### config.mk
export PLATFORM = sky130hd
export DESIGN_NAME = d_sram_like_to_axi
export DESIGN_NICKNAME = d
export VERILOG_FILES = /design/src/rtl/d_sram_like_to_axi.sv
export SDC_FILE = /design/constraint.sdc
export NUM_CORES = 1
export LEC_CHECK = 0
export ABC_AREA = 1
export CAP_MARGIN = 30
export CORE_MARGIN = 2
export CORE_UTILIZATION = 34
export CTS_CLUSTER_DIAMETER = 120
export DETAILED_ROUTE_END_ITERATION = 7
export PLACE_DENSITY = 0.78
export SETUP_SLACK_MARGIN = 0.05
export SLEW_MARGIN = 5
export SYNTH_ARGS = -nofsm -noshare
export SYNTH_HDL_FRONTEND = slang
export SYNTH_SLANG_ARGS = --single-unit
### constraint.sdc
create_clock -name clk -period 1.5 [get_ports clk]
set_clock_uncertainty 0.15 [all_clocks]
set_input_delay 0.225 -clock clk [delete_from_list [all_inputs] [get_ports clk]]
set_output_delay 0.225 -clock clk [all_outputs]
set_load 0.02 [all_outputs]
### src/rtl/d_sram_like_to_axi.sv
// d_sram_like_to_axi: SRAM-like data-bus responder that issues each request as a
// single-beat AXI read or write. Strictly one transaction outstanding.
// Optional feature macro: SRAM_LIKE_ADDR_MAP_EN (MIPS kseg0/kseg1 physical mapping
// of the latched address before it is driven onto araddr/awaddr).
module d_sram_like_to_axi #(
  parameter int unsigned     ID_W  = 4,
  parameter logic [ID_W-1:0] RD_ID = '0,
  parameter logic [ID_W-1:0] WR_ID = ID_W'(1)
) (
  input  logic            clk,
  input  logic            rst_n,
  // SRAM-like side
  input  logic            data_req,
  input  logic            data_wr,
  input  logic [1:0]      data_size,
  input  logic [31:0]     data_addr,
  input  logic [31:0]     data_wdata,
  output logic            data_addr_ok,
  output logic            data_data_ok,
  output logic [31:0]     data_rdata,
  // AXI read address
  output logic [ID_W-1:0] arid,
  output logic [31:0]     araddr,
  output logic [7:0]      arlen,
  output logic [2:0]      arsize,
  output logic [1:0]      arburst,
  output logic [1:0]      arlock,
  output logic [3:0]      arcache,
  output logic [2:0]      arprot,
  output logic            arvalid,
  input  logic            arready,
  // AXI read data
  input  logic [ID_W-1:0] rid,
  input  logic [31:0]     rdata,
  input  logic [1:0]      rresp,
  input  logic            rlast,
  input  logic            rvalid,
  output logic            rready,
  // AXI write address
  output logic [ID_W-1:0] awid,
  output logic [31:0]     awaddr,
  output logic [7:0]      awlen,
  output logic [2:0]      awsize,
  output logic [1:0]      awburst,
  output logic [1:0]      awlock,
  output logic [3:0]      awcache,
  output logic [2:0]      awprot,
  output logic            awvalid,
  input  logic            awready,
  // AXI write data
  output logic [31:0]     wdata,
  output logic [3:0]      wstrb,
  output logic            wlast,
  output logic            wvalid,
  input  logic            wready,
  // AXI write response
  input  logic [ID_W-1:0] bid,
  input  logic [1:0]      bresp,
  input  logic            bvalid,
  output logic            bready
);

  localparam logic [2:0] IDLE  = 3'd0;
  localparam logic [2:0] RD_A  = 3'd1;
  localparam logic [2:0] RD_D  = 3'd2;
  localparam logic [2:0] WR_AW = 3'd3;
  localparam logic [2:0] WR_B  = 3'd4;
  localparam logic [2:0] RESP  = 3'd5;

  logic [2:0]  state_q,   state_d;
  logic [31:0] addr_q,    addr_d;
  logic [31:0] wdata_q,   wdata_d;
  logic [31:0] rdata_q,   rdata_d;
  logic [2:0]  axsize_q,  axsize_d;
  logic [3:0]  wstrb_q,   wstrb_d;
  logic        aw_done_q, aw_done_d;
  logic        w_done_q,  w_done_d;
  logic        data_ok_q, data_ok_d;
  logic        aw_done_n, w_done_n;
  logic [31:0] axi_addr;

  // Response id/status and rlast carry no information for a single-beat, single-outstanding bridge.
  logic unused_resp;
  assign unused_resp = ^{rid, rresp, rlast, bid, bresp};

  // Physical address seen on AXI, derived from the latched request address.
`ifdef SRAM_LIKE_ADDR_MAP_EN
  always_comb begin
    axi_addr = addr_q;
    if (addr_q[31:30] == 2'b10) begin
      axi_addr = {3'b000, addr_q[28:0]};
    end
  end
`else
  always_comb begin
    axi_addr = addr_q;
  end
`endif

  // Next-state, request latching and handshake tracking.
  // RESP spans two cycles: the first arms the registered data_ok pulse, the second
  // presents it and returns to IDLE, so a new accept can only follow the pulse.
  always_comb begin
    state_d   = state_q;
    addr_d    = addr_q;
    wdata_d   = wdata_q;
    rdata_d   = rdata_q;
    axsize_d  = axsize_q;
    wstrb_d   = wstrb_q;
    aw_done_d = aw_done_q;
    w_done_d  = w_done_q;
    data_ok_d = 1'b0;
    aw_done_n = aw_done_q | awready;
    w_done_n  = w_done_q | wready;
    case (state_q)
      IDLE: begin
        if (data_req) begin
          addr_d    = data_addr;
          wdata_d   = data_wdata;
          aw_done_d = 1'b0;
          w_done_d  = 1'b0;
          case (data_size)
            2'd0: begin
              axsize_d = 3'b000;
              wstrb_d  = 4'b0001 << data_addr[1:0];
            end
            2'd1: begin
              axsize_d = 3'b001;
              wstrb_d  = data_addr[1] ? 4'b1100 : 4'b0011;
            end
            default: begin
              axsize_d = 3'b010;
              wstrb_d  = 4'b1111;
            end
          endcase
          state_d = data_wr ? WR_AW : RD_A;
        end
      end
      RD_A: begin
        if (arready) begin
          state_d = RD_D;
        end
      end
      RD_D: begin
        if (rvalid) begin
          rdata_d = rdata;
          state_d = RESP;
        end
      end
      WR_AW: begin
        if (aw_done_n && w_done_n) begin
          aw_done_d = 1'b0;
          w_done_d  = 1'b0;
          state_d   = WR_B;
        end else begin
          aw_done_d = aw_done_n;
          w_done_d  = w_done_n;
        end
      end
      WR_B: begin
        if (bvalid) begin
          state_d = RESP;
        end
      end
      RESP: begin
        if (data_ok_q) begin
          state_d = IDLE;
        end else begin
          data_ok_d = 1'b1;
        end
      end
      default: begin
        state_d = IDLE;
      end
    endcase
  end

  // State and datapath registers.
  always_ff @(posedge clk or negedge rst_n) begin
    if (!rst_n) begin
      state_q   <= IDLE;
      addr_q    <= '0;
      wdata_q   <= '0;
      rdata_q   <= '0;
      axsize_q  <= '0;
      wstrb_q   <= '0;
      aw_done_q <= 1'b0;
      w_done_q  <= 1'b0;
      data_ok_q <= 1'b0;
    end else begin
      state_q   <= state_d;
      addr_q    <= addr_d;
      wdata_q   <= wdata_d;
      rdata_q   <= rdata_d;
      axsize_q  <= axsize_d;
      wstrb_q   <= wstrb_d;
      aw_done_q <= aw_done_d;
      w_done_q  <= w_done_d;
      data_ok_q <= data_ok_d;
    end
  end

  // SRAM-like outputs.
  assign data_addr_ok = (state_q == IDLE) && data_req;
  assign data_data_ok = data_ok_q;
  assign data_rdata   = rdata_q;

  // AXI read channels. Constant-valued fields are qualified by the owning state so
  // every output reads zero out of reset.
  assign arid    = (state_q == RD_A) ? RD_ID : '0;
  assign araddr  = axi_addr;
  assign arlen   = '0;
  assign arsize  = axsize_q;
  assign arburst = {1'b0, state_q == RD_A};
  assign arlock  = '0;
  assign arcache = '0;
  assign arprot  = '0;
  assign arvalid = (state_q == RD_A);
  assign rready  = (state_q == RD_D);

  // AXI write channels.
  assign awid    = (state_q == WR_AW) ? WR_ID : '0;
  assign awaddr  = axi_addr;
  assign awlen   = '0;
  assign awsize  = axsize_q;
  assign awburst = {1'b0, state_q == WR_AW};
  assign awlock  = '0;
  assign awcache = '0;
  assign awprot  = '0;
  assign awvalid = (state_q == WR_AW) && !aw_done_q;
  assign wdata   = wdata_q;
  assign wstrb   = wstrb_q;
  assign wlast   = (state_q == WR_AW);
  assign wvalid  = (state_q == WR_AW) && !w_done_q;
  assign bready  = (state_q == WR_B);

endmodule

==> impl_metrics.tcl <==
set metrics [dict create \
    vias_per_cell 4.46 \
    clk_pin_slew_ns 0.07 \
    ctsLongestPathBuffers 2 \
    vias 4642 \
    htreeDepth 3 \
    synth_xor_area_share_pct 0 \
    grt_use_met1_pct 21.0 \
    period_minus_slack_ns 1.76 \
    slew_viol_final 0 \
    synthCells 584 \
    outcome "finished, violations left" \
    maxCapViolCount 0 \
    antenna_cells 0 \
    fin_tns_setup_ns -16.72 \
    ant_nets 0 \
    synth_warnings 0 \
    die_w_microns 125 \
    final-setup-viol-count 117 \
    whs_ns 0.134 \
    max_freq_mhz 569 \
    rsz0062_at_grt "yes" \
    dr.pass1.iters 7 \
    crit_arrival_ns 1.84 \
    initial_utilization_pct 34.5 \
    ir_drop_v 0.000983 \
    violations "negative setup slack" \
    ys_seq_area_share_pct 54.4 \
    grt.busiest_layer "met2" \
    r2r_cells 11 \
    synth_top_family_by_area "simple AND/OR/NAND/NOR gates" \
    r2r-start "state_q[2]" \
    fin_util_pct 58.2 \
    gp_congestion 0.840 \
    grt_pass1_vias 4537 \
    muxShareOfSynthArea_pct 0 \
    critPathLaunchType "register" \
    hold_class "in2async" \
    leakage_nw 4.35 \
    ios 312 \
    drive_gt1_share_pct 30.0 \
    antenna_found_initial 0 \
    grt_usage_pct 18.7 \
    yosys.area_share.simple_pct 27.0 \
    initialDrtViolationCount 136 \
    startpoint "state_q[2]" \
    reg2reg_slack_ns -0.26 \
    grt_util_met3_pct 5.86 \
    nets 971 \
    r2r-end "araddr[13]" \
    grt_max_degree 55 \
    synth_fa_ha_area_share_pct 0 \
    cts.sinks 108 \
    drc 0 \
    synth.avg_cell_area_sq_um 8.51 \
    ys_types 22 \
    period_share_pct 117 \
    path_class "reg2reg" \
    synth_compound_area_share_pct 1.53 \
    placed_cell_area_sq_mm 0.00749 \
    synthToLayoutAreaGrowth_pct 68.7 \
    postLayoutCellArea_sq_mm 0.00839 \
    hold_viol 0 \
    fin_ws_ns -0.259 \
    grt_use_met2_pct 33.4 \
    drt-wirelength-per-cell_microns 14.6 \
    die-area_sq_mm 0.0156 \
    synth_area_sq_mm 0.00497 \
    port_buffers 253 \
    cts_tree "built" \
    cp_max_fo 8 \
    clock_latency_ns 0.34 \
    hpwl_microns 10100 \
    die_h_microns 125 \
    cts_inserted_buffers 9 \
    synth_seq_cells 108 \
    power_density_mw_per_mm2 2090 \
    core_region_area_sq_mm 0.0144 \
    clk_root_buffer_cell "clkbuf_16" \
    gr-total-overflow 0 \
    num_rows 44 \
    grt_pass1_wl_microns 23300 \
    worstPathRequired_ns 1.58 \
    cp-end-kind "register" \
    wirelength_microns 15200 \
]
[per-layer routing]
metal / up-vias / part of all wire (%)
met5: - / 0
met4: 0 / 2.1
met3: 23 / 8.7
met2: 217 / 52
met1: 2192 / 37
li1: 2210 / -
[flip-flops by register name, indices dropped and copies added, names as in the netlist]
signal / flops
w_done_q: 1
data_data_ok: 1
state_q: 3
arsize: 2
aw_done_q: 1
wdata: 32
wstrb: 4
data_rdata: 32
araddr: 32
[metrics by stage]
stage / std cells / total power [mW] / worst slack [ns]
final: 1040 / 17.6 / -0.259
after global routing: 1040 / 18.6 / -0.334
after detailed placement: 990 / 14.6 / -0.313
after global placement: 990 / 14.4 / -0.294
after floorplan: 628 / 10.4 / -0.0244
after CTS: 1036 / 17.5 / -0.266
[worst max-delay path, stage by stage, from the launching register on]
cell     delay (ns)
dfrtp_1        0.37
inv_2          0.07
buf_4          0.16
nand3_4        0.09
inv_4          0.04
buf_12         0.12
buf_8          0.11
buf_12         0.14
buf_12         0.13
buf_12         0.14
nand2_2        0.07
nand2_2        0.05
[cell usage after synthesis, drive strengths merged]
cell type | instances | share of area, %
nor2 | 10 | 1.0
inv | 19 | 1.4
o211a | 1 | 0.20
buf | 103 | 15
nand3b | 2 | 0.30
o22ai | 1 | 0.13
a21oi | 1 | 0.10
dfrtp | 108 | 54
o21ai | 8 | 0.81
clkbuf | 4 | 0.30
o21a | 2 | 0.30
nor3 | 1 | 0.10
nand3 | 44 | 4.4
nand2 | 279 | 21
conb | 1 | 0.075
[placed cells by master, fill, tap and decap left out, types with 2 or more instances in the layout]
master and n:
clkdlybuf4s15_1 50, clkdlybuf4s15_2 15, nand3_2 4, dfrtp_1 107
nand2_1 214, nor2_4 5, buf_8 8, buf_2 2
o21a_1 2, buf_4 22, clkinvlp_4 2, clkbuf_16 11
nor2_2 2, buf_12 18, nand2_2 55, o21ai_1 6
buf_6 20, buf_16 6, nor2_1 3, o21ai_0 2
inv_6 2, conb_1 45, nand2_8 2, clkdlybuf4s50_1 105
inv_2 4, inv_1 14, dlygate4sd2_1 5, clkbuf_2 65
nand2_4 8, nand3b_1 2, nand3_1 39
[cell type report]
cell class	count	area, sq um
tap	184	230
inverter	19	73.8
timing repair buffer	319	3200
fill	1248	6030
clock inverter	6	71.3
clock buffer	10	229
sequential	108	2700
multi-input combinational	394	1890
[logic make-up after synthesis]
logic type,count (synthesis)
flip-flops,108
AND/OR/NAND/NOR,336
buffers and inverters,126
other,1
AO/OA/AOI/OAI,13
[worst max path at each step]
| stage | endpoint | slack [ns] | cells after the start |
|---|---|---|---|
| after detailed placement | wvalid | -0.31 | 5 |
| after global routing | wstrb[3] | -0.33 | 10 |
| final | araddr[13] | -0.26 | 11 |
| after floorplan | awvalid | -0.02 | 5 |
| after CTS | data_addr_ok | -0.27 | 6 |
| after global placement | wvalid | -0.29 | 5 |
[report_power, final]
part	internal [mW]	switching, mW
clock	1.31	1.12
sequential	4.26	0.993
combinational	4.37	5.53
[timing repair]
action | CTS | global route
setup endpoints to repair | 252 | 203
gates cloned | 8 | 3
hold endpoints to repair | 108 | 0
hold buffers | 1 | 0
gates resized for setup | 355 | 196
setup buffers | 21 | 6
pin swaps | 10 | 23
No activity file was read; power rests on OpenSTA's default activity.
